[src/rtl/fetch_unit_pkg.sv]
// Shared fetch-stage definitions: HLT opcode, fetch FSM state encodings and
// the helper that recognises a HLT instruction word.
package fetch_unit_pkg;

   localparam logic [3:0] OPCODE_HLT = 4'hF;

   typedef enum logic [2:0] {
      ST_IDLE   = 3'd0,
      ST_REQ    = 3'd1,
      ST_WAIT   = 3'd2,
      ST_HOLD   = 3'd3,
      ST_HALTED = 3'd4
   } fetch_state_e;

   function automatic logic is_hlt(input logic [3:0] opcode);
      return opcode == OPCODE_HLT;
   endfunction

endpackage

[src/rtl/fetch_unit_if.sv]
// Fetch-stage bus bundle: instruction-memory read channel plus the
// valid/ready output slot towards decode.
interface fetch_unit_if #(
   parameter int ADDR_W = 16,
   parameter int DATA_W = 16
);
   logic              mem_req;
   logic [ADDR_W-1:0] mem_addr;
   logic              mem_ready;
   logic              mem_rvalid;
   logic [DATA_W-1:0] mem_rdata;
   logic              id_valid;
   logic              id_ready;
   logic [DATA_W-1:0] id_instr;
   logic [ADDR_W-1:0] id_pc;

   modport master (
      output mem_req, mem_addr, id_valid, id_instr, id_pc,
      input  mem_ready, mem_rvalid, mem_rdata, id_ready
   );

   modport slave (
      input  mem_req, mem_addr, id_valid, id_instr, id_pc,
      output mem_ready, mem_rvalid, mem_rdata, id_ready
   );
endinterface

[src/rtl/fetch_skid_buf.sv]
// One-entry {instr, pc} holding register that parks a returned word while
// decode is back-pressuring the output slot.
module fetch_skid_buf #(
   parameter int ADDR_W = 16,
   parameter int DATA_W = 16
) (
   input  logic              clk_i,
   input  logic              rst_i,
   input  logic              load_i,
   input  logic              unload_i,
   input  logic              clear_i,
   input  logic [DATA_W-1:0] instr_i,
   input  logic [ADDR_W-1:0] pc_i,
   output logic              full_o,
   output logic [DATA_W-1:0] instr_o,
   output logic [ADDR_W-1:0] pc_o
);
   logic              full_q, full_d;
   logic [DATA_W-1:0] instr_q, instr_d;
   logic [ADDR_W-1:0] pc_q, pc_d;

   always_comb begin
      full_d  = full_q;
      instr_d = instr_q;
      pc_d    = pc_q;
      if (clear_i) begin
         full_d = 1'b0;
      end else if (load_i) begin
         full_d  = 1'b1;
         instr_d = instr_i;
         pc_d    = pc_i;
      end else if (unload_i) begin
         full_d = 1'b0;
      end
   end

   always_ff @(posedge clk_i) begin
      if (rst_i) begin
         full_q  <= 1'b0;
         instr_q <= '0;
         pc_q    <= '0;
      end else begin
         full_q  <= full_d;
         instr_q <= instr_d;
         pc_q    <= pc_d;
      end
   end

   assign full_o  = full_q;
   assign instr_o = instr_q;
   assign pc_o    = pc_q;
endmodule

[src/rtl/fetch_unit.sv]
// Instruction-fetch stage: one outstanding memory read per PC, output slot
// plus skid buffer towards decode, wrong-path discard and HLT parking.
module fetch_unit
   import fetch_unit_pkg::*;
#(
   parameter int                ADDR_W    = 16,
   parameter int                DATA_W    = 16,
   parameter logic [DATA_W-1:0] NOP_INSTR = '0
) (
   input  logic              clk_i,
   input  logic              rst_i,
   input  logic [ADDR_W-1:0] pc_i,
   input  logic              pc_redirect_i,
   fetch_unit_if.master      bus,
   output logic              stall_o,
   output logic              halted_o
);
   fetch_state_e      state_q, state_d;
   logic [ADDR_W-1:0] req_pc_q, req_pc_d;
   logic              drop_q, drop_d;
   logic              out_valid_q, out_valid_d;
   logic [DATA_W-1:0] out_instr_q, out_instr_d;
   logic [ADDR_W-1:0] out_pc_q, out_pc_d;

   logic              skid_load, skid_unload, skid_clear, skid_full;
   logic [DATA_W-1:0] skid_instr;
   logic [ADDR_W-1:0] skid_pc;
   logic              slot_free, mem_acc;

   fetch_skid_buf #(.ADDR_W(ADDR_W), .DATA_W(DATA_W)) u_skid (
      .clk_i    (clk_i),
      .rst_i    (rst_i),
      .load_i   (skid_load),
      .unload_i (skid_unload),
      .clear_i  (skid_clear),
      .instr_i  (bus.mem_rdata),
      .pc_i     (req_pc_q),
      .full_o   (skid_full),
      .instr_o  (skid_instr),
      .pc_o     (skid_pc)
   );

   assign slot_free = ~out_valid_q | bus.id_ready;
   assign mem_acc   = (state_q == ST_REQ) & bus.mem_ready;

   always_comb begin
      state_d     = state_q;
      req_pc_d    = req_pc_q;
      drop_d      = drop_q;
      out_valid_d = out_valid_q & ~bus.id_ready;
      out_instr_d = out_instr_q;
      out_pc_d    = out_pc_q;
      skid_load   = 1'b0;
      skid_unload = 1'b0;
      skid_clear  = pc_redirect_i & (state_q != ST_HALTED);

      unique case (state_q)
         ST_IDLE: state_d = ST_REQ;
         ST_REQ: begin
            if (bus.mem_ready) begin
               req_pc_d = pc_i;
               // The PC shown alongside a redirect is wrong-path.
               drop_d   = pc_redirect_i;
               state_d  = ST_WAIT;
            end
         end
         ST_WAIT: begin
            if (bus.mem_rvalid) begin
               drop_d = 1'b0;
               if (drop_q || pc_redirect_i) begin
                  state_d = ST_REQ;
               end else if (slot_free) begin
                  out_valid_d = 1'b1;
                  out_instr_d = bus.mem_rdata;
                  out_pc_d    = req_pc_q;
                  state_d     = is_hlt(bus.mem_rdata[DATA_W-1 -: 4]) ? ST_HALTED : ST_REQ;
               end else begin
                  skid_load = 1'b1;
                  state_d   = ST_HOLD;
               end
            end else if (pc_redirect_i) begin
               drop_d = 1'b1;
            end
         end
         ST_HOLD: begin
            if (pc_redirect_i) begin
               state_d = ST_REQ;
            end else if (bus.id_ready) begin
               skid_unload = 1'b1;
               out_valid_d = 1'b1;
               out_instr_d = skid_instr;
               out_pc_d    = skid_pc;
               state_d     = is_hlt(skid_instr[DATA_W-1 -: 4]) ? ST_HALTED : ST_REQ;
            end
         end
         ST_HALTED: state_d = ST_HALTED;
         default:   state_d = ST_IDLE;
      endcase
   end

   always_ff @(posedge clk_i) begin
      if (rst_i) begin
         state_q     <= ST_IDLE;
         req_pc_q    <= '0;
         drop_q      <= 1'b0;
         out_valid_q <= 1'b0;
         out_instr_q <= NOP_INSTR;
         out_pc_q    <= '0;
      end else begin
         state_q     <= state_d;
         req_pc_q    <= req_pc_d;
         drop_q      <= drop_d;
         out_valid_q <= out_valid_d;
         out_instr_q <= out_instr_d;
         out_pc_q    <= out_pc_d;
      end
   end

   assign bus.mem_req  = (state_q == ST_REQ);
   assign bus.mem_addr = pc_i;
   assign bus.id_valid = out_valid_q;
   assign bus.id_instr = out_valid_q ? out_instr_q : NOP_INSTR;
   assign bus.id_pc    = out_pc_q;
   assign stall_o      = ~mem_acc;
   assign halted_o     = (state_q == ST_HALTED);

   // The skid is only ever filled from WAIT and drained back to REQ, so a
   // full skid outside HOLD would mean a lost word.
   logic unused_full;
   assign unused_full = skid_full;
endmodule

[src/flat_wrapper.sv]
// flat-port wrapper written by rule: the top's interface ports become plain ports
module fetch_unit_flat import fetch_unit_pkg::*;
#(
   parameter int                ADDR_W    = 16,
   parameter int                DATA_W    = 16,
   parameter logic [DATA_W-1:0] NOP_INSTR = '0
)
  (clk_i, rst_i, pc_i, pc_redirect_i, stall_o, halted_o, bus_mem_req, bus_mem_addr, bus_id_valid, bus_id_instr, bus_id_pc, bus_mem_ready, bus_mem_rvalid, bus_mem_rdata, bus_id_ready);
  fetch_unit_if #(.ADDR_W(ADDR_W), .DATA_W(DATA_W)) bus_i ();
  input  logic clk_i;
  input  logic rst_i;
  input  logic [ADDR_W-1:0] pc_i;
  input  logic pc_redirect_i;
  output logic stall_o;
  output logic halted_o;
  output wire logic [$bits(bus_i.mem_req)-1:0] bus_mem_req;
  output wire logic [$bits(bus_i.mem_addr)-1:0] bus_mem_addr;
  output wire logic [$bits(bus_i.id_valid)-1:0] bus_id_valid;
  output wire logic [$bits(bus_i.id_instr)-1:0] bus_id_instr;
  output wire logic [$bits(bus_i.id_pc)-1:0] bus_id_pc;
  input wire logic [$bits(bus_i.mem_ready)-1:0] bus_mem_ready;
  input wire logic [$bits(bus_i.mem_rvalid)-1:0] bus_mem_rvalid;
  input wire logic [$bits(bus_i.mem_rdata)-1:0] bus_mem_rdata;
  input wire logic [$bits(bus_i.id_ready)-1:0] bus_id_ready;
  assign bus_mem_req = bus_i.mem_req;
  assign bus_mem_addr = bus_i.mem_addr;
  assign bus_id_valid = bus_i.id_valid;
  assign bus_id_instr = bus_i.id_instr;
  assign bus_id_pc = bus_i.id_pc;
  assign bus_i.mem_ready = bus_mem_ready;
  assign bus_i.mem_rvalid = bus_mem_rvalid;
  assign bus_i.mem_rdata = bus_mem_rdata;
  assign bus_i.id_ready = bus_id_ready;
  fetch_unit #(.ADDR_W(ADDR_W), .DATA_W(DATA_W), .NOP_INSTR(NOP_INSTR)) u_core (.clk_i(clk_i), .rst_i(rst_i), .pc_i(pc_i), .pc_redirect_i(pc_redirect_i), .bus(bus_i), .stall_o(stall_o), .halted_o(halted_o));
endmodule
[config.mk]
export PLATFORM = sky130hd
export DESIGN_NAME = fetch_unit_flat
export DESIGN_NICKNAME = d
export VERILOG_FILES = /design/src/rtl/fetch_unit_pkg.sv /design/src/rtl/fetch_unit_if.sv /design/src/rtl/fetch_skid_buf.sv /design/src/rtl/fetch_unit.sv /design/src/flat_wrapper.sv
export SDC_FILE = /design/constraint.sdc
export NUM_CORES = 1
export LEC_CHECK = 0
export BUFFER_PORTS_ARGS = -buffer_cell sky130_fd_sc_hd__buf_2
export CORE_ASPECT_RATIO = 1.4
export CORE_MARGIN = 8
export CORE_UTILIZATION = 53
export DETAILED_ROUTE_END_ITERATION = 10
export PLACE_DENSITY = 0.87
export SKIP_CTS_REPAIR_TIMING = 1
export SLEW_MARGIN = 20
export SYNTH_ARGS = -nofsm -noshare
export SYNTH_HDL_FRONTEND = slang
export SYNTH_SLANG_ARGS = --single-unit
[constraint.sdc]
create_clock -name clk_i -period 1.6 [get_ports clk_i]
set_input_delay 0.08 -clock clk_i [delete_from_list [all_inputs] [get_ports clk_i]]
set_output_delay 0.08 -clock clk_i [all_outputs]
set_load 0.1 [all_outputs]
==> run_results.csv <==
group,metric,value,unit
critical_path,timing.critical_path.arrival,1.78,ns
place,portBuffers,89,
sta,final_hold_viol_count,3,
cts,cts_num_sinks,85,
sta,worstMarginPinSlew,0.491,ns
drt,antenna_left,0,
die,dieArea,10000,sq um
sta,finalMaxSlewViolations,0,
cts,clock_path_buffers,2,
synthesis,yosysUniqueCellTypes,33,
sta,finalClockSkew,0.0120,ns
hold_path,min-delay-path-class,"input port to register",
cts,cts-htree-levels,3,
die,ioPinCount,90,
cts,clockRootBuffer,"clkbuf_8",
cts,clkTransAtPathRegs,0.08,ns
synthesis,synth_area_leaders,"dfxtp_1 45%, nand2_1 9.6%, mux2i_1 8.6%",
synthesis,synth_warnings,0,
drt,drt_wl_total,9.00,mm
sta,fin_crit,1.53,ns
drt,avgRoutedWirePerCell,14.2,um
job,cap_viol_max_count,0,
synthesis,synth_top_area_frac,0.454,
place,gp_congestion,0.816,
die,die_x,87.0,um
synthesis,ys_async_sr_fraction,0,
die,rows,36,
place,pre_cts_ws,0.112,ns
pwr,sw_frac_of_total,0.380,
outcome,status,"finished with violations",
pwr,p_per_area,1370,nW/um^2
critical_path,path_cells,"buf_4 -> nor2_1 -> o221a_2 -> buf_12 -> nor2_1 -> a211oi_1",
sta,timing.hold.ws,-0.0146,ns
cells_and_area,n_antenna_cell,0,
place,dp_hpwl,6.13,mm
drt,firstDrtPassIters,5,
global_route,grt_max_degree,45,
sta,fmax,655,MHz
drt,drt_iter0_drc,202,
global_route,grt_pass1_vias,3073,
synthesis,synth_top_area_cell,"dfxtp_1",
pwr,pwr-share-seq,0.379,
sta,rsz0062_at_grt,"no",
cts,insertion_delay,0.35,ns
cells_and_area,area_growth,27.6,%
synthesis,syn_area_per_cell,8.59,sq um
cts,cts_made_buffers,9,
cells_and_area,nNetsFinal,570,
outcome,failed_checks,"hold timing",
sta,maxSlewHeadroom,0.672,
die,die_h,115,um
global_route,antenna_found_initial,0,
synthesis,syn-num-nets,474,
synthesis,ys_seq_area_frac,0.454,
synthesis,netlist_instances,436,
critical_path,critPathLaunchType,"register",
critical_path,criticalPathCategory,"register to register",
pwr,switching_power,2.49,mW
sta,fin_ws,0.0741,ns
pwr,p_leak,1.84,nW
critical_path,path_max_fanout,44,
global_route,grt_overflow_total,0,
global_route,grt_pass1_wl,13.8,mm
critical_path,critical-path-max-stage-delay,0.37,ns
pwr,p_int,4.07,mW
die,start_util,0.543,
drt,viasPerCell,5.19,
synthesis,syn_area,3740,sq um
global_route,track_usage,0.173,
sta,finalSetupViolCount,0,
sta,post-route-period-util,0.954,
critical_path,cp_common_cell,"nor2_1",
critical_path,critPathSlowestCell,"dfxtp_4",
pwr,power_frac_comb,0.370,
critical_path,worst_ep_required_time,1.85,ns
synthesis,synth.top_cells.by_count,"96 x nand2_1, 85 x dfxtp_1, 51 x a21oi_1",
cts,cts_tree,"done",
drt,routed-via-count,3279,
pwr,pwr-share-clk,0.251,
drt,route.detailed.drc,0,
critical_path,cp-end-kind,"register",
synthesis,synth-seq-cells,85,
synthesis,synth.most_common_cell,"nand2_1",
pwr,ir_worst_vdd,922,uV
synthesis,synth_edf_count,0,
die,fp.coreArea,6890,sq um
cells_and_area,drive_above_1_share,0.277,
sta,fin_tns_setup,0,ns
synthesis,synthFlopType,"dfxtp_1",
[sequential cells by signal (all words and copies together) (netlist names)]
register and cells:
u_core.bus.id_pc 16, u_core.out_instr_q 16, u_core.req_pc_q 16, u_core.u_skid.instr_o 16, u_core.u_skid.pc_o 16, u_core.state_q 3
u_core.bus.id_valid 1, u_core.drop_q 1
[path summary, 6_finish.rpt]
path,slack [ns],start,to,cells after the start
setup / recovery,0.07,u_core.state_q[0],u_core.out_instr_q[15],6
hold / removal,-0.01,bus_mem_rdata[9],u_core.u_skid.instr_o[9],3
setup reg to reg,0.07,u_core.state_q[0],u_core.out_instr_q[15],6
hold reg to reg,0.46,u_core.u_skid.pc_o[7],u_core.u_skid.pc_o[7],2
[layout make-up]
cell class	instances	area [sq um]
fillers	499	2110
multi-input cells	299	1730
flip-flops and latches	85	1710
repair buffers	136	981
clock buffers	12	176
well taps	95	119
clock inverters	4	52.6
inverters	1	3.75
[cells in the final DEF (no fill, tap or decap), drive strengths merged, types with 7 or more instances in the layout]
master and instances:
buf 94, dlygate4sd3 26, mux2i 32, nor2 37, dfxtp 85, a211oi 32
and2 16, a21oi 51, nor3b 7, nand2 96, clkbuf 28
[metrics by stage]
stage	instances	area (sq um)	util	power, mW
2_1_floorplan	436	3800	-	4.43
3_3_place_gp	589	4220	0.613	4.79
3_5_place_dp	589	4220	0.613	4.85
4_1_cts	605	4450	0.646	6.49
5_1_grt	632	4780	0.693	6.86
6_report	632	4780	0.693	6.55
[routing by layer]
layer  GRT usage  up-vias  part of all wire
met5           0        -                 0
met4      0.0750        0             0.020
met3      0.0433       16             0.044
met2       0.310       82              0.53
met1       0.186     1519              0.41
li1            -     1662                 -
[power groups by stage]
stage | registers (mW) | logic (mW) | clock network [mW]
after detailed placement | 2.55 | 2.31 | 0
final | 2.48 | 2.42 | 1.65
after global placement | 2.53 | 2.26 | 0
after floorplan | 2.88 | 1.56 | 0
after global routing | 2.51 | 2.56 | 1.78
after CTS | 2.50 | 2.32 | 1.68
[cells by family after synthesis]
logic type / Yosys count / share of synthesized area
AOI/OAI and AO/OA: 93 / 0.151
muxes: 32 / 0.0855
buffers and inverters: 52 / 0.0936
and+or+nand+nor: 174 / 0.216
DFF: 85 / 0.454
[worst max-delay path: cells and delay by family, from the launching register on]
kind / cells / cell delay, ns
flip-flops: 1 / 0.37
buffers and inverters: 2 / 0.38
AND/OR/NAND/NOR: 2 / 0.18
AO/OA/AOI/OAI: 2 / 0.49
Note: power is estimated with default switching activity, not from simulation.
